--- src/rtl/nn_pkg.sv ---
// Shared neural-network datapath helpers.
// Accumulator sizing and saturation rails for MAC and activation.
package nn_pkg;

  // Widest accumulator any helper below is asked to describe.
  localparam int SAT_MAXW = 128;

  function automatic int acc_width(int dw, int ie);
    return 2 * dw + ie;
  endfunction

  // Most positive w-bit two's complement value, zero-padded.
  function automatic logic [SAT_MAXW-1:0] sat_pos(int w);
    logic [SAT_MAXW-1:0] r;
    r = '0;
    for (int i = 0; i < SAT_MAXW; i++) begin
      if (i < w - 1) r[i] = 1'b1;
    end
    return r;
  endfunction

  // Most negative w-bit two's complement value, zero-padded.
  function automatic logic [SAT_MAXW-1:0] sat_neg(int w);
    logic [SAT_MAXW-1:0] r;
    r = '0;
    for (int i = 0; i < SAT_MAXW; i++) begin
      if (i == w - 1) r[i] = 1'b1;
    end
    return r;
  endfunction

endpackage

--- src/rtl/neuron_mac_sat_add.sv ---
// Combinational W-bit signed saturating adder.
// ovf_o flags that the result was clamped to a rail.
module sat_add
  import nn_pkg::*;
#(
  parameter int W = 42
) (
  input  logic signed [W-1:0] a_i,
  input  logic signed [W-1:0] b_i,
  output logic signed [W-1:0] sum_o,
  output logic                ovf_o
);

  localparam logic [SAT_MAXW-1:0] POS_W = sat_pos(W);
  localparam logic [SAT_MAXW-1:0] NEG_W = sat_neg(W);
  localparam logic [W-1:0] POS = POS_W[W-1:0];
  localparam logic [W-1:0] NEG = NEG_W[W-1:0];

  logic [W:0] wide;

  // One extra bit exposes overflow as a mismatch of the top two bits.
  always_comb begin
    wide  = {a_i[W-1], a_i} + {b_i[W-1], b_i};
    ovf_o = wide[W] ^ wide[W-1];
    sum_o = wide[W-1:0];
    if (ovf_o) begin
      sum_o = wide[W] ? NEG : POS;
    end
  end

endmodule

--- src/rtl/neuron_mac.sv ---
// Neuron multiply-accumulate front end.
// Two-stage pipe: product register, then saturating accumulate.
module neuron_mac
  import nn_pkg::*;
#(
  parameter int dataWidth      = 16,
  parameter int weightIntWidth = 4,
  parameter int IntWidthExtend = 10,
  parameter int numInputs      = 784,
  localparam int ACCW = acc_width(dataWidth, IntWidthExtend),
  localparam int CNTW = (numInputs > 1) ? $clog2(numInputs) : 1
) (
  input  logic                          clk,
  input  logic                          rst,
  input  logic                          in_valid,
  input  logic signed [dataWidth-1:0]   in_data,
  input  logic signed [dataWidth-1:0]   in_weight,
  input  logic signed [2*dataWidth-1:0] bias,
  output logic                          out_valid,
  output logic signed [ACCW-1:0]        out_sum,
  output logic                          busy
);

  localparam int PW = 2 * dataWidth;
  localparam logic [CNTW-1:0] LAST = CNTW'(numInputs - 1);

  localparam logic [SAT_MAXW-1:0] POS_W = sat_pos(ACCW);
  localparam logic [SAT_MAXW-1:0] NEG_W = sat_neg(ACCW);

  // weightIntWidth only fixes the meaning of out_sum's binary point.
  if (numInputs < 1) begin : g_bad_n
    $error("neuron_mac: numInputs must be at least 1");
  end
  if (weightIntWidth < 0 || weightIntWidth > dataWidth) begin : g_bad_w
    $error("neuron_mac: weightIntWidth out of range");
  end

  logic [CNTW-1:0] in_cnt_q, in_cnt_d;
  logic            is_first, is_last;

  logic                 v1_q;
  logic                 first1_q;
  logic                 last1_q;
  logic signed [PW-1:0] p1_q;
  logic signed [PW-1:0] b1_q;
  logic signed [PW-1:0] prod;

  logic signed [ACCW-1:0] acc_q;
  logic                   out_valid_q;
  logic signed [ACCW-1:0] p1_ext;
  logic signed [ACCW-1:0] b1_ext;
  logic signed [ACCW-1:0] op_a;
  logic signed [ACCW-1:0] sat_sum;
  logic                   sat_ovf;

  assign is_first = (in_cnt_q == '0);
  assign is_last  = (in_cnt_q == LAST);
  assign prod     = in_data * in_weight;

  // Pair counter: advance per accepted pair, wrap after the last one.
  always_comb begin
    in_cnt_d = in_cnt_q;
    if (in_valid) begin
      in_cnt_d = is_last ? '0 : in_cnt_q + 1'b1;
    end
  end

  // Counter register; reset abandons any partial frame.
  always_ff @(posedge clk) begin
    if (rst) begin
      in_cnt_q <= '0;
    end else begin
      in_cnt_q <= in_cnt_d;
    end
  end

  // Stage 1: register product, frame markers and first-pair bias.
  always_ff @(posedge clk) begin
    if (rst) begin
      v1_q     <= 1'b0;
      first1_q <= 1'b0;
      last1_q  <= 1'b0;
    end else begin
      v1_q <= in_valid;
      if (in_valid) begin
        p1_q     <= prod;
        first1_q <= is_first;
        last1_q  <= is_last;
        if (is_first) begin
          b1_q <= bias;
        end
      end
    end
  end

  assign p1_ext = ACCW'(p1_q);
  assign b1_ext = ACCW'(b1_q);
  assign op_a   = first1_q ? b1_ext : acc_q;

  sat_add #(
    .W(ACCW)
  ) u_sat (
    .a_i  (op_a),
    .b_i  (p1_ext),
    .sum_o(sat_sum),
    .ovf_o(sat_ovf)
  );

  // Stage 2: saturating accumulate; pulse once the last term lands.
  always_ff @(posedge clk) begin
    if (rst) begin
      acc_q       <= '0;
      out_valid_q <= 1'b0;
    end else begin
      out_valid_q <= v1_q & last1_q;
      if (v1_q) begin
        acc_q <= sat_sum;
      end
    end
  end

  assign out_valid = out_valid_q;
  assign out_sum   = acc_q;
  assign busy      = (in_cnt_q != '0);

  a_sat_rail : assert property (
    @(posedge clk) disable iff (rst)
    (v1_q && sat_ovf) |->
      (sat_sum == POS_W[ACCW-1:0] || sat_sum == NEG_W[ACCW-1:0])
  );

endmodule
--- config.mk ---
export PLATFORM = sky130hd
export DESIGN_NAME = neuron_mac
export DESIGN_NICKNAME = d
export VERILOG_FILES = /design/src/rtl/nn_pkg.sv /design/src/rtl/neuron_mac_sat_add.sv /design/src/rtl/neuron_mac.sv
export SDC_FILE = /design/constraint.sdc
export NUM_CORES = 1
export LEC_CHECK = 0
export BUFFER_PORTS_ARGS = -buffer_cell sky130_fd_sc_hd__clkbuf_2
export CORE_MARGIN = 3
export CORE_UTILIZATION = 30
export CTS_BUF_LIST = sky130_fd_sc_hd__clkbuf_8
export CTS_CLUSTER_DIAMETER = 30
export DETAILED_ROUTE_END_ITERATION = 8
export HOLD_SLACK_MARGIN = 0.12
export PLACE_DENSITY_LB_ADDON = 0.3
export SLEW_MARGIN = 20
export SYNTH_ARGS = -nofsm -noshare
export SYNTH_HDL_FRONTEND = slang
export SYNTH_SLANG_ARGS = --single-unit
--- constraint.sdc ---
create_clock -name clk -period 8 [get_ports clk]
set_input_delay 0.4 -clock clk [delete_from_list [all_inputs] [get_ports clk]]
set_output_delay 0.4 -clock clk [all_outputs]
set_load 0.01 [all_outputs]
==> impl_metrics.csv, run 1 <==
group,metric,value,unit
critical_path,rrSetupSlack,2.28,ns
critical_path,r2r_start,"first1_q",
synthesis,synth.net_count,2233,
timing,min_period,6.41,ns
cts,clockBufferDepth,2,
timing,fin_crit_sh,80.1,%
layout,drive_above_1_share,10.8,%
critical_path,worstPathArrival,6.59,ns
synthesis,async_flop_share,0,%
timing,rsz0062_at_grt,"no",
layout,nets,2319,
grt,grt_pass1_vias,13061,
critical_path,path_max_fanout,16,
cts,post_cts_resized,0,
synthesis,syn_avg_cell_area,9.44,um^2
synthesis,synth_area_leader_cell,"fa_1",
timing,setup-violations-final,0,
status,outcome,"complete, no violations",
die,dieArea,0.0588,mm^2
cts,clk_latency,0.45,ns
cts,h-tree-depth,4,
min_path,whs_endpoint,"b1_q[14]",
synthesis,synth_warnings,0,
grt,antenna_found_initial,0,
min_path,hold_start,"bias[14]",
die,initial_core_util,30.4,%
synthesis,netlist_instances,1777,
synthesis,synth_common_cells,"inv_1 (310), fa_1 (263), nand2_1 (192)",
layout,areaGrowthSynthToFinish,11.2,%
grt,grtUsageTotal,14.9,%
critical_path,reg2reg_depth,14,
critical_path,critical_path_class,"primary input to flop",
synthesis,synth_edf_count,64,
timing,fin_tns_setup,0,ns
critical_path,r2r_end,"out_sum[2]",
placement,place_congestion,0.863,
synthesis,yosys-top-cells-area,"fa_1 (31%), edfxtp_1 (11%), ha_1 (9.4%)",
placement,dp_hpwl,34400,um
drt,vias,12277,
min_path,holdPathStages,1,
die,fp.dieH,242,um
synthesis,yosysMostFrequentCell,"inv_1",
synthesis,syn_area,0.0168,mm^2
timing,worst_pin_slew,1.09,ns
drt,drc_errors,0,
drt,drt_iter0_drc,540,
synthesis,synth-seq-cells,120,
layout,antenna_cells,0,
grt,gr-total-overflow,0,
critical_path,cp.required,8.18,ns
critical_path,worstSetupStartpointType,"primary input",
timing,final_max_slew_viol_count,0,
timing,slew_headroom,27.6,%
drt,dr.pass1.iters,6,
die,io_pins,111,
die,core_region_area,0.0552,mm^2
drt,route.detailed.wl_per_inst,16.3,um
critical_path,cp-end-kind,"flop",
drt,ant_nets,0,
timing,worst_hold_slack,0.150,ns
timing,hold_violations,0,
timing,clock.fmax,0.156,GHz
synthesis,yosysUniqueCellTypes,71,
cts,cts_tree,"done",
cts,cts_buffers,17,
grt,grt_max_degree,45,
synthesis,synthFlopType,"edfxtp_1",
drt,via_per_inst,4.68,
placement,portBuffers,110,
grt,grt_pass1_wl,70600,um
die,rows,86,
drt,wirelength,42700,um
die,die-width,242,um
cts,cts.sink_count,120,
synthesis,yosysTopAreaCellShare,31.4,%
min_path,hold_path_class,"primary input to flop",
cts,clk_pin_slew,0.07,ns
timing,finalClockSkew,0.0132,ns
run,cap_violations,0,
synthesis,synth.yosys.seq_area_share,18.1,%
cts,cts_root_buf,"clkbuf_8",
## flip-flops by register name, indices dropped and copies added, names as in the netlist
register / cells
p1_q: 32
v1_q: 1
last1_q: 1
b1_q: 32
out_valid: 1
in_cnt_q: 10
first1_q: 1
out_sum: 42
## per-stage QoR
| step | cells | util [%] | area [um^2] | setup WS [ns] |
|---|---|---|---|---|
| floorplan | 1777 | - | 16800 | 1.82 |
| global placement | 2575 | 32.6 | 18000 | 1.28 |
| detailed placement | 2575 | 32.6 | 18000 | 1.14 |
| CTS | 2619 | 33.7 | 18600 | 1.63 |
| global route | 2623 | 33.8 | 18700 | 1.29 |
| finish | 2623 | 33.8 | 18700 | 1.59 |
## logic make-up (layout without fill, tap and decap cells)
logic type      after synthesis  count (layout)  share of synthesized area [%]
compound gates              247             247                           10.4
xor+xnor                     85              85                           4.44
fa+ha+maj                   391             391                           40.9
buf+inv                     374             472                           8.62
flops                       120             120                           18.1
mux                          35              35                           2.34
simple gates                525             525                           15.2
## final cells by class
| type | instances | area (um^2) |
|---|---|---|
| flip-flops and latches | 120 | 3040 |
| well taps | 748 | 936 |
| inverters | 310 | 1160 |
| repair buffers | 131 | 751 |
| clock inverters | 14 | 231 |
| clock buffers | 17 | 234 |
| fillers | 5694 | 36500 |
| multi-input cells | 1283 | 12300 |
## what timing repair did
action	in CTS	in global routing
hold endpoints to repair	13	4
setup endpoints to repair	0	0
hold buffers	13	4
buffers inserted	0	0
## critical path: stages
cell and delay [ns]:
clkbuf_2 0.24, nand2_1 0.20, inv_1 0.11, fa_1 0.75, fa_1 0.50, fa_1 0.49
fa_1 0.51, fa_1 0.49, inv_1 0.05, fa_1 0.48, inv_1 0.04, ha_1 0.35
nand2_1 0.09, nor2_1 0.15, nand2_1 0.06, or3_1 0.40, a31oi_1 0.35, a41oi_1 0.21
a21oi_1 0.25, a41o_1 0.23, o41a_1 0.15, xnor2_1 0.07
## cells in the final DEF (no fill, tap or decap), types with 23 or more instances in the layout
cell | netlist | layout
xor2_1 | 32 | 32
nand2_1 | 192 | 192
mux2_2 | 31 | 31
dfxtp_1 | 56 | 55
ha_1 | 126 | 126
a21oi_1 | 60 | 60
edfxtp_1 | 64 | 64
clkbuf_2 | 0 | 110
a21o_1 | 26 | 26
and2_1 | 133 | 133
xnor2_1 | 53 | 53
nor2_1 | 87 | 86
nor3_1 | 24 | 23
fa_1 | 263 | 263
nand2b_1 | 24 | 24
o21ai_0 | 50 | 50
inv_1 | 310 | 311
## worst max-delay path by stage
| stage | to | slack [ns] | start |
|---|---|---|---|
| 2_1_floorplan | p1_q[31] | 1.82 | in_weight[1] |
| 3_3_place_gp | p1_q[31] | 1.28 | in_weight[1] |
| 3_5_place_dp | p1_q[31] | 1.14 | in_weight[1] |
| 4_1_cts | p1_q[31] | 1.63 | in_weight[1] |
| 5_1_grt | p1_q[31] | 1.29 | in_weight[1] |
| 6_report | p1_q[31] | 1.59 | in_weight[1] |
## metal layers
metal  routed length (um)  vias to the layer above  track usage [%]
li1                     -                     5848                -
met1                21000                     6073             21.7
met2                19200                      323             23.9
met3                 2090                       33             1.85
met4                  432                        0             2.69
met5                    0                        -                0
Power of run 1 is left out: the tool's default activity adds up to more than one toggle a clock period on the data nets, which glitch-free logic cannot reach.
==> inputs of run 2 (changes only) <==
clock period = 5.4 ns   (was 8 ns; I/O delays follow)
==> run 2 against run 1 <==
  * Routed wire length is 1.5% higher
  * Non-clock buffer count grew 169
  * First-iteration DRC count decreased by 5.2%
  * Register-to-register slack worse by 1.4 ns
  * Largest cell class unchanged
  * Clock skew decreased by 0.00062 ns
  * Sequential share of layout area down 1.4 points
  * Setup slack got worse by 1.6 ns
  * Critical path depth fell by 2
  * Flip-flop and latch count did not move
  * Final cell count is 6.5% higher
==> impl_metrics.csv, run 2 (same netlist as run 1, synthesis figures left out) <==
group,metric,value,unit
timing,clock.fmax,0.186,GHz
layout,layout_commonest_cell,"inv_1",
layout,largest_reg_flops,42,
layout,nets,2488,
critical_path,critical_path_class,"primary input to flop",
critical_path,cp.required,5.60,ns
cts,clk_latency,0.45,ns
grt,gr-total-overflow,0,
layout,fillers,5569,
die,initial_core_util,30.4,%
grt,grt_pass1_vias,13730,
status,outcome,"complete, no violations",
die,io_pins,111,
die,dieArea,0.0588,mm^2
placement,portBuffers,110,
critical_path,worstSetupStartpointType,"primary input",
die,die-width,242,um
timing,rsz0062_at_grt,"yes",
timing,slew_headroom,46.4,%
cts,h-tree-depth,4,
grt,antenna_found_initial,0,
grt,grt_max_degree,33,
layout,post-route-util,37.0,%
cts,cts_buffers,17,
cts,cts_root_buf,"clkbuf_8",
grt,grtUsageTotal,15.0,%
placement,dp_hpwl,36300,um
die,rows,86,
timing,min_period,5.39,ns
drt,route.detailed.wl_per_inst,15.5,um
timing,setup-violations-final,0,
cts,clk_pin_slew,0.07,ns
cts,cts_tree,"done",
die,fp.dieH,242,um
critical_path,path_max_fanout,5,
critical_path,worstPathArrival,5.58,ns
layout,areaGrowthSynthToFinish,21.7,%
layout,drive_above_1_share,21.5,%
timing,finalClockSkew,0.0126,ns
cts,cts.sink_count,120,
timing,final_max_slew_viol_count,0,
die,core_region_area,0.0552,mm^2
layout,antenna_cells,0,
run,cap_violations,0,
min_path,hold_path_class,"primary input to flop",
grt,grt_pass1_wl,72000,um
cts,clockBufferDepth,2,
critical_path,cp-end-kind,"flop",
drt,ant_nets,0,
drt,via_per_inst,4.57,
layout,stdcell_area,0.0204,mm^2
drt,wirelength,43300,um
drt,drc_errors,0,
placement,place_area,0.0193,mm^2
layout,final_cell_mix,"inv_1 (297), fa_1 (247), nand2_1 (188)",
timing,fin_crit_sh,99.8,%
timing,hold_violations,0,
drt,drt_iter0_drc,512,
drt,dr.pass1.iters,5,
drt,vias,12752,
placement,place_congestion,0.861,
timing,worst_pin_slew,0.803,ns
==> run 2: worst paths after layout <==
kind / cells past startpoint / slack (ns) / to / start
setup reg to reg: 15 / 0.91 / out_sum[38] / first1_q
hold / removal: 3 / 0.18 / in_cnt_q[0] / in_valid
hold reg to reg: 1 / 0.47 / out_valid / last1_q
setup / recovery: 20 / 0.01 / p1_q[30] / in_weight[5]
==> run 2: routing by layer <==
| metal | track usage (%) | wire length [um] | vias to the layer above |
|---|---|---|---|
| li1 | - | - | 6193 |
| met1 | 20.8 | 21100 | 6300 |
| met2 | 25.0 | 20200 | 224 |
| met3 | 2.01 | 1510 | 35 |
| met4 | 2.93 | 424 | 0 |
| met5 | 0 | 0 | - |
==> run 2: metrics by stage <==
stage	hold slack (ns)	setup TNS, ns	worst slack (ns)	instances
finish	0.179	0	0.0132	2793
global route	0.181	-0.722	-0.161	2793
CTS	0.146	-0.0157	-0.0157	2786
detailed placement	0.449	-5.23	-0.658	2720
global placement	0.447	-4.36	-0.591	2720
floorplan	0.369	-0.480	-0.243	1777
==> run 2: timing repair <==
action | in CTS | in global routing
resized for setup | 41 | 75
pin swaps | 19 | 47
hold endpoints to repair | 32 | 0
cloned | 0 | 1
setup endpoints to repair | 4 | 8
hold buffers | 32 | 0
setup buffers | 2 | 6
==> run 2: critical path, stage by stage <==
cell and delay (ns):
clkbuf_16 0.14, and2_4 0.14, fa_1 0.55, inv_2 0.04
fa_1 0.47, fa_1 0.53, fa_1 0.49, inv_1 0.05
fa_1 0.47, fa_1 0.53, ha_4 0.31, nand3_2 0.07
a211oi_2 0.21, o211a_1 0.18, o22ai_2 0.10, o31a_1 0.35
o311ai_2 0.32, nand3_1 0.11, o21ai_1 0.17, xor2_1 0.09
==> run 2: cell type report <==
type / instances / area [um^2] / area share (%)
repair buffers: 300 / 2240 / 11.0
well taps: 748 / 936 / 4.58
flip-flops and latches: 120 / 3040 / 14.9
multi-input cells: 1283 / 12600 / 61.9
inverters: 310 / 1160 / 5.70
clock buffers: 17 / 234 / 1.15
clock inverters: 15 / 153 / 0.748
Power of run 2 is left out for the same reason.
==> inputs of run 3 (changes only) <==
ABC_AREA = 1   (was unset)
CAP_MARGIN = 15   (was unset)
==> run 3 against run 2 <==
  * Maximum frequency increased by 3.2%
  * Global-route usage rose by 1.8 points
  * Clock skew grew 0.0031 ns
  * Final cell count grew 21%
  * Sequential share of layout area shrank 0.74 points
  * First-iteration DRC count increased by 24%
  * Critical path depth grew 3
  * Critical path type unchanged
  * Critical endpoint is now p1_q[25]
  * Largest cell class unchanged
==> impl_metrics.csv, run 3 <==
group,metric,value,unit
synthesis,synth.yosys.seq_area_share,16.7,%
grt,antenna_found_initial,0,
synthesis,async_flop_share,0,%
synthesis,synth-seq-cells,120,
layout,areaGrowthSynthToFinish,18.1,%
synthesis,synth_warnings,0,
drt,via_per_inst,4.49,
cts,cts.sink_count,120,
timing,fin_crit_sh,96.7,%
layout,final_cell_mix,"nand2_1 (593), inv_1 (569), fa_1 (261)",
layout,stdcell_area,0.0215,mm^2
cts,clockBufferDepth,2,
drt,drc_errors,0,
critical_path,r2r_end,"out_sum[29]",
critical_path,cp.required,5.62,ns
critical_path,worstPathArrival,5.44,ns
critical_path,crit_chain,"clkbuf_2, nand2_1, inv_1, buf_4, fa_1, inv_1, fa_1, fa_1, inv_1, fa_1, fa_1, inv_1, fa_1, inv_1, ha_1, a21o_1, buf_4, nand2_1, nand2_1, a21oi_1, nand3_1, buf_4, xor2_1",
critical_path,reg2reg_depth,14,
die,die-width,252,um
grt,grtUsageTotal,16.8,%
grt,grt_pass1_vias,16491,
status,outcome,"complete, no violations",
timing,min_period,5.22,ns
timing,worst_pin_slew,0.826,ns
timing,rsz0062_at_grt,"no",
critical_path,cp-end-kind,"flop",
drt,ant_nets,0,
cts,clk_latency,0.48,ns
synthesis,synthFlopType,"edfxtp_1",
die,rows,89,
layout,antenna_cells,0,
synthesis,netlist_instances,2349,
critical_path,crit_path_frequent_cell,"fa_1",
grt,grt_pass1_wl,85600,um
grt,gr-total-overflow,0,
synthesis,yosysUniqueCellTypes,40,
cts,h-tree-depth,4,
layout,largest_reg_flops,42,
die,initial_core_util,30.6,%
critical_path,rrSetupSlack,1.38,ns
placement,place_area,0.0207,mm^2
placement,place_congestion,0.960,
timing,setup-violations-final,0,
drt,dr.pass1.iters,5,
timing,slew_headroom,44.9,%
min_path,hold_start,"rst",
layout,nets,3053,
timing,finalClockSkew,0.0156,ns
drt,wirelength,51500,um
timing,hold_violations,0,
synthesis,syn_area,0.0182,mm^2
critical_path,slowest_stage,"fa_1",
run,cap_violations,0,
synthesis,synth_common_cells,"nand2_1 (593), inv_1 (569), fa_1 (263)",
die,dieArea,0.0636,mm^2
synthesis,yosys-top-cells-area,"fa_1 (29%), nand2_1 (12%), inv_1 (12%)",
critical_path,r2r_start,"first1_q",
synthesis,synth.net_count,2805,
synthesis,synth_edf_count,64,
critical_path,critical_path_class,"primary input to flop",
grt,grt_max_degree,44,
cts,clk_pin_slew,0.08,ns
critical_path,cpLargestDelayFamily,"adder cells",
synthesis,synth_area_leader_cell,"fa_1",
drt,vias,15175,
cts,cts_buffers,17,
critical_path,path_max_fanout,7,
placement,dp_hpwl,45100,um
layout,layout_commonest_cell,"nand2_1",
cts,cts_tree,"done",
min_path,whs_endpoint,"in_cnt_q[2]",
timing,clock.fmax,0.191,GHz
die,io_pins,111,
synthesis,syn_avg_cell_area,7.74,um^2
critical_path,crit_buf_inv,9,
layout,drive_above_1_share,15.6,%
min_path,hold_path_class,"primary input to flop",
synthesis,yosysTopAreaCellShare,28.9,%
placement,portBuffers,110,
cts,cts_root_buf,"clkbuf_8",
critical_path,worstSetupStartpointType,"primary input",
min_path,holdPathStages,2,
drt,drt_iter0_drc,634,
timing,final_max_slew_viol_count,0,
die,fp.dieH,252,um
synthesis,yosysMostFrequentCell,"nand2_1",
die,core_region_area,0.0595,mm^2
layout,fillers,6262,
critical_path,cpPeakStageDelay,0.54,ns
drt,route.detailed.wl_per_inst,15.2,um
-- run 3: cell types whose count changed after synthesis, sizes merged, moves of 19 or more --
cell    before  now
a21oi       60  118
o21ai       51   87
xnor2       53   24
nand2b      24    0
nand2      193  600
nand3       20   51
and2       134    1
clkbuf      54   73
inv        310  570
nor2        87  145
-- run 3: stage by stage --
stage	TNS [ns]	std cells	hold WS [ns]	worst slack [ns]	utilization, %
final	0	3383	0.167	0.178	36.1
after global placement	-3.27	3318	0.450	-0.490	34.9
after global routing	0	3383	0.172	0.00199	36.1
after CTS	0	3383	0.124	0.000689	36.1
after detailed placement	-4.28	3318	0.446	-0.518	34.9
after floorplan	-0.00684	2349	0.369	-0.00684	-
-- run 3: cells by family (layout without fill, tap and decap cells) --
family | after synthesis | after routing | share of synthesized area, %
flip-flops | 120 | 120 | 16.7
adder cells (fa/ha/maj) | 389 | 389 | 37.6
AND/OR/NAND/NOR | 842 | 842 | 18.7
AO/OA/AOI/OAI | 252 | 252 | 8.28
buffers and inverters | 652 | 913 | 13.8
multiplexers | 30 | 30 | 1.86
XOR/XNOR | 64 | 64 | 3.08
-- run 3: routing by layer --
| layer | vias up | GRT usage [%] | wire [um] |
|---|---|---|---|
| li1 | 7555 | - | - |
| met1 | 7326 | 21.2 | 23400 |
| met2 | 247 | 30.7 | 25800 |
| met3 | 47 | 1.69 | 1390 |
| met4 | 0 | 3.99 | 936 |
| met5 | - | 0 | 0 |
-- run 3: final cells by class --
cell class	count	area, um^2	area share [%]
tap	773	967	4.50
sequential	120	3040	14.2
multi-input combinational	1577	12700	59.0
timing repair buffer	311	2270	10.6
clock inverter	15	149	0.693
inverter	570	2140	9.96
clock buffer	17	234	1.09
-- run 3: worst max path at each step --
| stage | cells after the start | end | startpoint |
|---|---|---|---|
| after floorplan | 19 | p1_q[26] | in_weight[6] |
| after global placement | 20 | p1_q[27] | in_weight[1] |
| after detailed placement | 20 | p1_q[27] | in_weight[1] |
| after CTS | 20 | p1_q[27] | in_weight[1] |
| after global routing | 23 | p1_q[27] | in_weight[1] |
| final | 23 | p1_q[25] | in_weight[1] |
-- run 3: what timing repair did --
item | 4_1_cts | 5_1_grt
setup buffers | 0 | 0
hold endpoints to repair | 34 | 0
hold buffers | 33 | 0
gates resized for setup | 0 | 12
endpoints found under the setup margin | 0 | 8
Power of run 3 is left out for the same reason.
